**src/rtl/if_stage_if.sv**
```systemverilog
// Fetch-stage bundle: hazard/redirect controls, instruction-memory port and the IF/ID (PR1) outputs.
// The fetch stage uses the slave modport; the surrounding pipeline (or a bench) uses master.
interface if_stage_if #(
  parameter int PC_W    = 12,
  parameter int INSTR_W = 19,
  parameter int CNT_W   = 16
);
  logic               PC_write_en;
  logic               PR1_IF_ID_write_en;
  logic               branch_taken;
  logic [PC_W-1:0]    branch_target;
  logic [INSTR_W-1:0] inst_mem_data;

  logic [PC_W-1:0]    inst_mem_addr;
  logic [INSTR_W-1:0] PR1_instruction;
  logic [PC_W-1:0]    PR1_PC_plus1;
  logic               PR1_valid;
  logic [4:0]         PR1_opcode;
  logic [2:0]         PR1_rd;
  logic [2:0]         PR1_rs;
  logic [2:0]         PR1_rt;
  logic [CNT_W-1:0]   stall_count;
  logic [CNT_W-1:0]   fetch_count;

  modport slave (
    input  PC_write_en, PR1_IF_ID_write_en, branch_taken, branch_target, inst_mem_data,
    output inst_mem_addr, PR1_instruction, PR1_PC_plus1, PR1_valid,
           PR1_opcode, PR1_rd, PR1_rs, PR1_rt, stall_count, fetch_count
  );

  modport master (
    output PC_write_en, PR1_IF_ID_write_en, branch_taken, branch_target, inst_mem_data,
    input  inst_mem_addr, PR1_instruction, PR1_PC_plus1, PR1_valid,
           PR1_opcode, PR1_rd, PR1_rs, PR1_rt, stall_count, fetch_count
  );
endinterface

```
**src/rtl/if_stage.sv**
```systemverilog
// Instruction fetch + IF/ID register (PR1) for the 19-bit pipeline, with stall/redirect
// handling and saturating stall / retired-fetch counters.
module if_stage #(
  parameter int                 PC_W      = 12,
  parameter int                 INSTR_W   = 19,
  parameter logic [INSTR_W-1:0] NOP_INSTR = 19'h0E000,
  parameter int                 CNT_W     = 16
) (
  input  logic        clk,
  input  logic        rst,
  if_stage_if.slave   bus
);

  logic [PC_W-1:0]    pc_q, pc_d, pc_plus1;
  logic [INSTR_W-1:0] instr_q, instr_d;
  logic [PC_W-1:0]    pp1_q, pp1_d;
  logic               valid_q, valid_d;
  logic [CNT_W-1:0]   stall_q, stall_d;
  logic [CNT_W-1:0]   fetch_q, fetch_d;
  logic               stall_evt, fetch_evt;

  always_comb begin
    pc_plus1  = pc_q + 1'b1;
    // A redirect cycle is never counted as a stall: the held instruction was wrong-path.
    stall_evt = !bus.PC_write_en && !bus.branch_taken;
    fetch_evt = bus.PR1_IF_ID_write_en && !bus.branch_taken;

    pc_d = pc_q;
    if (bus.branch_taken)     pc_d = bus.branch_target;
    else if (bus.PC_write_en) pc_d = pc_plus1;

    instr_d = instr_q;
    pp1_d   = pp1_q;
    valid_d = valid_q;
    if (bus.branch_taken) begin
      instr_d = NOP_INSTR;
      pp1_d   = '0;
      valid_d = 1'b0;
    end else if (bus.PR1_IF_ID_write_en) begin
      instr_d = bus.inst_mem_data;
      pp1_d   = pc_plus1;
      valid_d = 1'b1;
    end

    stall_d = stall_q;
    if (stall_evt && (stall_q != '1)) stall_d = stall_q + 1'b1;
    fetch_d = fetch_q;
    if (fetch_evt && (fetch_q != '1)) fetch_d = fetch_q + 1'b1;
  end

  always_ff @(posedge clk or posedge rst) begin
    if (rst) begin
      pc_q    <= '0;
      instr_q <= NOP_INSTR;
      pp1_q   <= '0;
      valid_q <= 1'b0;
      stall_q <= '0;
      fetch_q <= '0;
    end else begin
      pc_q    <= pc_d;
      instr_q <= instr_d;
      pp1_q   <= pp1_d;
      valid_q <= valid_d;
      stall_q <= stall_d;
      fetch_q <= fetch_d;
    end
  end

  assign bus.inst_mem_addr   = pc_q;
  assign bus.PR1_instruction = instr_q;
  assign bus.PR1_PC_plus1    = pp1_q;
  assign bus.PR1_valid       = valid_q;
  assign bus.PR1_opcode      = instr_q[18:14];
  assign bus.PR1_rd          = instr_q[13:11];
  assign bus.PR1_rs          = instr_q[10:8];
  assign bus.PR1_rt          = instr_q[7:5];
  assign bus.stall_count     = stall_q;
  assign bus.fetch_count     = fetch_q;

endmodule

```
**src/flat_wrapper.sv**
```systemverilog
// flat-port wrapper written by rule: the top's interface ports become plain ports
module if_stage_flat 
#(
  parameter int                 PC_W      = 12,
  parameter int                 INSTR_W   = 19,
  parameter logic [INSTR_W-1:0] NOP_INSTR = 19'h0E000,
  parameter int                 CNT_W     = 16
)
  (clk, rst, bus_PC_write_en, bus_PR1_IF_ID_write_en, bus_branch_taken, bus_branch_target, bus_inst_mem_data, bus_inst_mem_addr, bus_PR1_instruction, bus_PR1_PC_plus1, bus_PR1_valid, bus_PR1_opcode, bus_PR1_rd, bus_PR1_rs, bus_PR1_rt, bus_stall_count, bus_fetch_count);
  if_stage_if #(.PC_W(PC_W), .INSTR_W(INSTR_W), .CNT_W(CNT_W)) bus_i ();
  input  logic clk;
  input  logic rst;
  input wire logic [$bits(bus_i.PC_write_en)-1:0] bus_PC_write_en;
  input wire logic [$bits(bus_i.PR1_IF_ID_write_en)-1:0] bus_PR1_IF_ID_write_en;
  input wire logic [$bits(bus_i.branch_taken)-1:0] bus_branch_taken;
  input wire logic [$bits(bus_i.branch_target)-1:0] bus_branch_target;
  input wire logic [$bits(bus_i.inst_mem_data)-1:0] bus_inst_mem_data;
  output wire logic [$bits(bus_i.inst_mem_addr)-1:0] bus_inst_mem_addr;
  output wire logic [$bits(bus_i.PR1_instruction)-1:0] bus_PR1_instruction;
  output wire logic [$bits(bus_i.PR1_PC_plus1)-1:0] bus_PR1_PC_plus1;
  output wire logic [$bits(bus_i.PR1_valid)-1:0] bus_PR1_valid;
  output wire logic [$bits(bus_i.PR1_opcode)-1:0] bus_PR1_opcode;
  output wire logic [$bits(bus_i.PR1_rd)-1:0] bus_PR1_rd;
  output wire logic [$bits(bus_i.PR1_rs)-1:0] bus_PR1_rs;
  output wire logic [$bits(bus_i.PR1_rt)-1:0] bus_PR1_rt;
  output wire logic [$bits(bus_i.stall_count)-1:0] bus_stall_count;
  output wire logic [$bits(bus_i.fetch_count)-1:0] bus_fetch_count;
  assign bus_i.PC_write_en = bus_PC_write_en;
  assign bus_i.PR1_IF_ID_write_en = bus_PR1_IF_ID_write_en;
  assign bus_i.branch_taken = bus_branch_taken;
  assign bus_i.branch_target = bus_branch_target;
  assign bus_i.inst_mem_data = bus_inst_mem_data;
  assign bus_inst_mem_addr = bus_i.inst_mem_addr;
  assign bus_PR1_instruction = bus_i.PR1_instruction;
  assign bus_PR1_PC_plus1 = bus_i.PR1_PC_plus1;
  assign bus_PR1_valid = bus_i.PR1_valid;
  assign bus_PR1_opcode = bus_i.PR1_opcode;
  assign bus_PR1_rd = bus_i.PR1_rd;
  assign bus_PR1_rs = bus_i.PR1_rs;
  assign bus_PR1_rt = bus_i.PR1_rt;
  assign bus_stall_count = bus_i.stall_count;
  assign bus_fetch_count = bus_i.fetch_count;
  if_stage #(.PC_W(PC_W), .INSTR_W(INSTR_W), .NOP_INSTR(NOP_INSTR), .CNT_W(CNT_W)) u_core (.clk(clk), .rst(rst), .bus(bus_i));
endmodule
```
**config.mk**
```make
export PLATFORM = sky130hd
export DESIGN_NAME = if_stage_flat
export DESIGN_NICKNAME = d
export VERILOG_FILES = /design/src/rtl/if_stage_if.sv /design/src/rtl/if_stage.sv /design/src/flat_wrapper.sv
export SDC_FILE = /design/constraint.sdc
export NUM_CORES = 1
export LEC_CHECK = 0
export BUFFER_PORTS_ARGS = -buffer_cell sky130_fd_sc_hd__buf_4
export CORE_ASPECT_RATIO = 1.1
export CORE_MARGIN = 3
export CORE_UTILIZATION = 51
export CTS_CLUSTER_SIZE = 28
export DETAILED_ROUTE_END_ITERATION = 7
export PLACE_DENSITY = 0.8
export SYNTH_ARGS = -nofsm -noshare
export SYNTH_HDL_FRONTEND = slang
export SYNTH_SLANG_ARGS = --single-unit
```
**constraint.sdc**
```tcl
create_clock -name clk -period 3.15 [get_ports clk]
set_input_delay 0.4725 -clock clk [delete_from_list [all_inputs] [get_ports clk]]
set_output_delay 0.4725 -clock clk [all_outputs]
set_load 0.01 [all_outputs]
```
==> results of run 1 <==
[cells by family (layout without fill, tap and decap cells)]
family	Yosys count	in the layout	share of synthesized area
and+or+nand+nor	139	139	0.2163
muxes	25	25	0.06725
AOI/OAI and AO/OA	30	30	0.04947
xor gates and xnor gates	45	45	0.1018
adders and majority gates	3	3	0.009700
buffers and inverters	40	150	0.06304
DFF	76	76	0.4924
[power breakdown]
group | internal, mW | switching (mW) | total [mW] | leakage [nW]
logic | 0.315 | 0.273 | 0.588 | 1.36
registers | 1.10 | 0.162 | 1.26 | 0.975
clock network | 0.389 | 0.359 | 0.748 | 0.0918
total | 1.80 | 0.795 | 2.60 | 2.43
[final cells by class]
type	instances	area (sq um)
repair buffers	128	973.4
inverters	6	22.52
fillers	574	2276
clock buffers	11	141.4
well taps	85	106.4
multi-input cells	242	1720
clock inverters	5	61.31
flip-flops and latches	76	1906
[synth_stat cells, types with 6 or more instances]
cell | instances | share of area
clkbuf_1 | 8 | 0.0078
and3_1 | 6 | 0.0097
inv_1 | 6 | 0.0058
dfrtp_1 | 73 | 0.47
xnor2_1 | 17 | 0.038
xor2_1 | 28 | 0.063
mux2i_1 | 20 | 0.052
nand3_1 | 9 | 0.012
buf_4 | 18 | 0.035
a211oi_1 | 10 | 0.019
nor4_1 | 6 | 0.0097
o21ai_0 | 13 | 0.017
nor3_1 | 6 | 0.0078
nor2_1 | 35 | 0.034
and4_1 | 6 | 0.014
nand4_1 | 9 | 0.015
nand2_1 | 29 | 0.028
[worst register-to-register path, delay by kind of cell, from the launching register on]
kind	cells	cell delay (ns)
simple gates	3	0.75
mux	1	0.32
buf+inv	1	0.28
flops	1	0.43
fa+ha+maj	1	0.21
[worst paths after layout]
| path | startpoint | end | slack (ns) |
|---|---|---|---|
| min | rst | u_core.bus.stall_count[6] | 0.24 |
| min in group clk | bus_branch_target[7] | u_core.bus.inst_mem_addr[7] | 0.34 |
| max reg2reg | u_core.bus.stall_count[0] | u_core.bus.stall_count[1] | 1.05 |
| max in group asynchronous | rst | u_core.bus.PR1_instruction[15] | 2.18 |
| min reg2reg | u_core.bus.fetch_count[9] | u_core.bus.fetch_count[9] | 0.49 |
| max | u_core.bus.stall_count[0] | u_core.bus.stall_count[1] | 1.05 |
[state kept, by name, summed over array words and instances (netlist names)]
register and flops:
u_core.bus.PR1_valid 1, u_core.bus.stall_count 16, u_core.bus.fetch_count 16, u_core.bus.PR1_instruction 19, u_core.bus.inst_mem_addr 12, u_core.bus.PR1_PC_plus1 12
[layer usage]
layer | track usage | part of all wire | vias to the layer above
li1 | - | - | 1444
met1 | 0.2680 | 0.42 | 1471
met2 | 0.3331 | 0.51 | 80
met3 | 0.04835 | 0.062 | 11
met4 | 0.06529 | 0.014 | 0
met5 | 0 | 0 | -
[stage by stage]
stage	util	hold slack (ns)	setup WS [ns]
2_1_floorplan	-	0.5156	0.7441
3_3_place_gp	0.6561	0.4797	1.009
3_5_place_dp	0.6561	0.4808	0.9595
4_1_cts	0.6842	0.2524	1.027
5_1_grt	0.6842	0.2793	0.8740
6_report	0.6842	0.2385	1.054
==> results.toml, run 1 <==
[clock_tree]
postCtsSetupBuffers = 0
clk_pin_slew_worst_paths_ns = 0.08
numCtsBuffers = 9
cts_sinks = 76
ctsRootBufferMaster = "clkbuf_8"
cts_tree = "yes"
clk_path_buf_depth = 2
insertion_delay_ns = 0.34
h-tree-depth = 3
cts.repair.resized = 0
cts_hold_repair.buffers = 0

[logic_synthesis]
synthArstFlopShare = 1.000
syn_area_per_cell_sq_um = 10.81
syn-cell-area_sq_mm = 0.003870
synth.distinct_cells = 48
ys_seq_area_frac = 0.4924
yosysWarnings = 0
synth_enable_flop_cells = 0
syn_nets = 397
synth_ff_type = "dfrtp_1"
synth_seq_cells = 76
syn_inst = 358

[global_routing]
antenna_found_initial = 0
grt_pass1_vias = 2958
grt_usage = 0.2050
grt_overflow = 0
grt_pass1_wl_mm = 14.27
grt_max_degree = 61

[placed_design]
port_buffers = 125
placed_cell_area_sq_mm = 0.004728
dp_hpwl_mm = 6.195
dp_cells = 537
gp_congestion = 0.8246

[detailed_routing]
first_iter_violations = 55
ant_nets = 0
vias = 3006
drtPass1Iterations = 4
wl_mm = 8.530
wire_per_inst_microns = 15.42
vias_per_cell = 5.436
drc_errors = 0

[power]
vdd.ir_drop.worst_mv = 0.2847
powerDensity_mw_per_mm2 = 526.3
p_leak_nw = 2.429
p_total_mw = 2.595

[final_layout]
instances_no_fill = 553
final_layout_size_suffix_gt1_frac = 0.3675
syn2layout_area_growth_pct = 27.42
antenna_cells = 0
mostFrequentLayoutCells = "buf_4, dfrtp_1, nor2_1"
final_area_sq_mm = 0.004931
layout.nets = 502
layout_commonest_cell = "buf_4"

[floorplan]
die_y_microns = 97.36
die_w_microns = 89.06
start_util = 0.5370
coreArea_sq_mm = 0.007207
rows = 32
die_area_sq_mm = 0.008670
io-pin-count = 126

[worst_setup_path]
cp-end-kind = "flip-flop"
max_stage_delay_ns = 0.51
r2r_cells = 6
cp_max_fo = 8
slowest_stage = "nor4_4"
critPathKind = "flip-flop to flip-flop"
cp_num_buf_inv = 1
crit_family = "simple AND/OR/NAND/NOR gates"
arrival_ns = 2.33
crit_required_ns = 3.38
worstSetupStartpointType = "flip-flop"
cp.depth = 6
path_cells = "ha_1 > nand4_1 > nor4_4 > buf_4 > nor2_2 > mux2_4"

[sta]
slew_headroom = 0.5092
tightest_slew_ns = 0.7362
setup_tns_ns = 0
worst_clock_skew_ns = 0.009165
rsz0062_at_grt = "no"
period_needed_ns = 2.096
hold_viol = 0
drv_slew = 0
setup_violations = 0
final.period_utilization = 0.6654
fmax_ghz = 0.4771

[worst_hold_path]
hold_path_class = "input pin to asynchronous set/reset pin"

[run]
max_cap_viol_count = 0

[status]
status = "finished, final reports clean"
Note: power is estimated with default switching activity, not from simulation.
==> inputs of run 2 (changes only) <==
--- a/config.mk
+++ b/config.mk
@@ -8,10 +8,10 @@
 export BUFFER_PORTS_ARGS = -buffer_cell sky130_fd_sc_hd__buf_4
 export CORE_ASPECT_RATIO = 1.1
 export CORE_MARGIN = 3
-export CORE_UTILIZATION = 51
+export CORE_UTILIZATION = 46
 export CTS_CLUSTER_SIZE = 28
 export DETAILED_ROUTE_END_ITERATION = 7
-export PLACE_DENSITY = 0.8
+export PLACE_DENSITY = 0.76
 export SYNTH_ARGS = -nofsm -noshare
 export SYNTH_HDL_FRONTEND = slang
 export SYNTH_SLANG_ARGS = --single-unit
==> constraint.sdc (replaced) <==
create_clock -name clk -period 1.72 [get_ports clk]
set_input_delay 0.258 -clock clk [delete_from_list [all_inputs] [get_ports clk]]
set_output_delay 0.258 -clock clk [all_outputs]
set_load 0.01 [all_outputs]
==> run 2 against run 1 <==
Net effect:
- combinational power grew 140%
- register-to-register slack lost 1.0 ns
- largest cell class unchanged
- critical path type unchanged
- sequential share of layout area decreased by 2.6 points
- cell area is 7.2% higher
- global-route usage fell by 1.8 points
- utilization shrank 2.7 points
- sequential cell count did not move
- setup slack worse by 1.0 ns
- critical path depth fell by 1
- total power increased by 100%
==> results.toml, run 2 (synthesis gave the netlist of run 1 again) <==
[detailed_routing]
first_iter_violations = 113
drt-met1-wl_mm = 3.742
vias_per_cell = 4.949
wl_mm = 8.854
drc_errors = 0
wl_met3_microns = 389
highest_layer = "met4"
vias = 3009
wl_met2_mm = 4.575
wire_per_inst_microns = 14.56
drtPass1Iterations = 6
ant_nets = 0

[final_layout]
layout_commonest_cell = "buf_4"
layout.nets = 534
largest_reg_flops = 19
final_layout_size_suffix_gt1_frac = 0.4180
syn2layout_area_growth_pct = 36.63
instances_no_fill = 608
antenna_cells = 0
mostFrequentLayoutCells = "buf_4, dfrtp_1, nor2_1"

[floorplan]
rows = 34
die_w_microns = 93.46
coreArea_sq_mm = 0.008040
start_util = 0.4813
die_y_microns = 102.2
die_area_sq_mm = 0.009551
io-pin-count = 126

[sta]
whs_ns = 0.02899
fmax_ghz = 0.6012
final.period_utilization = 0.9671
tightest_slew_ns = 0.5290
slew_headroom = 0.6474
worst_clock_skew_ns = 0.01365
hold_viol = 0
drv_slew = 0
setup_violations = 0
rsz0062_at_grt = "yes"
period_needed_ns = 1.663

[worst_setup_path]
crit_family = "simple AND/OR/NAND/NOR gates"
worstReg2RegEnd = "u_core.bus.fetch_count[1]"
slowest_stage = "dfrtp_1"
r2r_cells = 5
critPathKind = "flip-flop to flip-flop"
r2r-start = "u_core.bus.fetch_count[0]"
crit_required_ns = 1.95
arrival_ns = 1.89
rrSetupSlack_ns = 0.06
worstSetupStartpointType = "flip-flop"
max_stage_delay_ns = 0.39
path_cells = "ha_2 > and3_1 > and4b_2 > nor3b_4 > mux2_4"
cp_num_buf_inv = 0
cp_max_fo = 3
cp-end-kind = "flip-flop"

[placed_design]
port_buffers = 125
dp_hpwl_mm = 6.393
dp_cells = 590
gp_congestion = 0.8371

[power]
vdd.ir_drop.worst_mv = 0.6520
powerDensity_mw_per_mm2 = 989.9
p_leak_nw = 2.619

[clock_tree]
cts_tree = "yes"
cts_sinks = 76
cts_hold_repair.buffers = 0
numCtsBuffers = 9
ctsRootBufferMaster = "clkbuf_8"
h-tree-depth = 3
insertion_delay_ns = 0.34
clk_pin_slew_worst_paths_ns = 0.08
clk_path_buf_depth = 2

[global_routing]
grt_overflow = 0
grt_pass1_vias = 2932
grt_usage = 0.1874
grt_pass1_wl_mm = 14.23
grt_max_degree = 77
antenna_found_initial = 0

[worst_hold_path]
hold_path_class = "input pin to asynchronous set/reset pin"

[run]
max_cap_viol_count = 0

[status]
status = "finished, final reports clean"
run 2: final cells by class:
| class | instances | area (sq um) |
|---|---|---|
| clock buffer | 11 | 141.4 |
| clock inverter | 5 | 100.1 |
| fill | 660 | 2753 |
| inverter | 6 | 26.28 |
| multi-input combinational | 242 | 1758 |
| sequential | 76 | 1906 |
| tap | 108 | 135.1 |
| timing repair buffer | 160 | 1221 |
run 2: how the worst max path moves through the flow:
stage / start / to / slack [ns] / cells past startpoint
floorplan: u_core.bus.fetch_count[1] / u_core.bus.fetch_count[1] / -0.009 / 6
global placement: u_core.bus.fetch_count[1] / u_core.bus.fetch_count[1] / 0.11 / 5
detailed placement: u_core.bus.stall_count[0] / u_core.bus.stall_count[6] / 0.03 / 6
CTS: u_core.bus.stall_count[0] / u_core.bus.stall_count[2] / 0.01 / 6
global route: u_core.bus.fetch_count[1] / u_core.bus.fetch_count[5] / -0.04 / 6
finish: u_core.bus.fetch_count[0] / u_core.bus.fetch_count[1] / 0.06 / 5
run 2: stage by stage:
step            TNS (ns)  power (mW)  area, sq um  worst slack, ns  utilization
2_1_floorplan  -0.009261       2.891         3890        -0.009261            -
4_1_cts                0       5.250         5240          0.01228       0.6517
3_5_place_dp           0       3.613         4999          0.02575       0.6217
5_1_grt         -0.03716       5.515         5288         -0.03716       0.6576
6_report               0       5.234         5288          0.05656       0.6576
3_3_place_gp           0       3.560         4999           0.1065       0.6217
run 2: routing by layer:
layer  vias up  global-route usage
met3        10             0.03166
met1      1426              0.2374
met4         0             0.07779
met2        74              0.3190
li1       1499                   -
met5         -                   0
run 2: tightest hold or removal path: stages:
cell and delay (ns):
buf_4 0.12, clkinvlp_4 0.07, buf_12 0.34
run 2: repair_timing:
action,in CTS,in global routing
buffers inserted,0,2
endpoints found under the setup margin,0,20
resized for setup,0,7
run 2: power breakdown:
group          switching, mW  internal, mW
combinational          0.646         0.748
clock                  0.630          1.00
sequential             0.201          2.01
total                   1.48          3.76
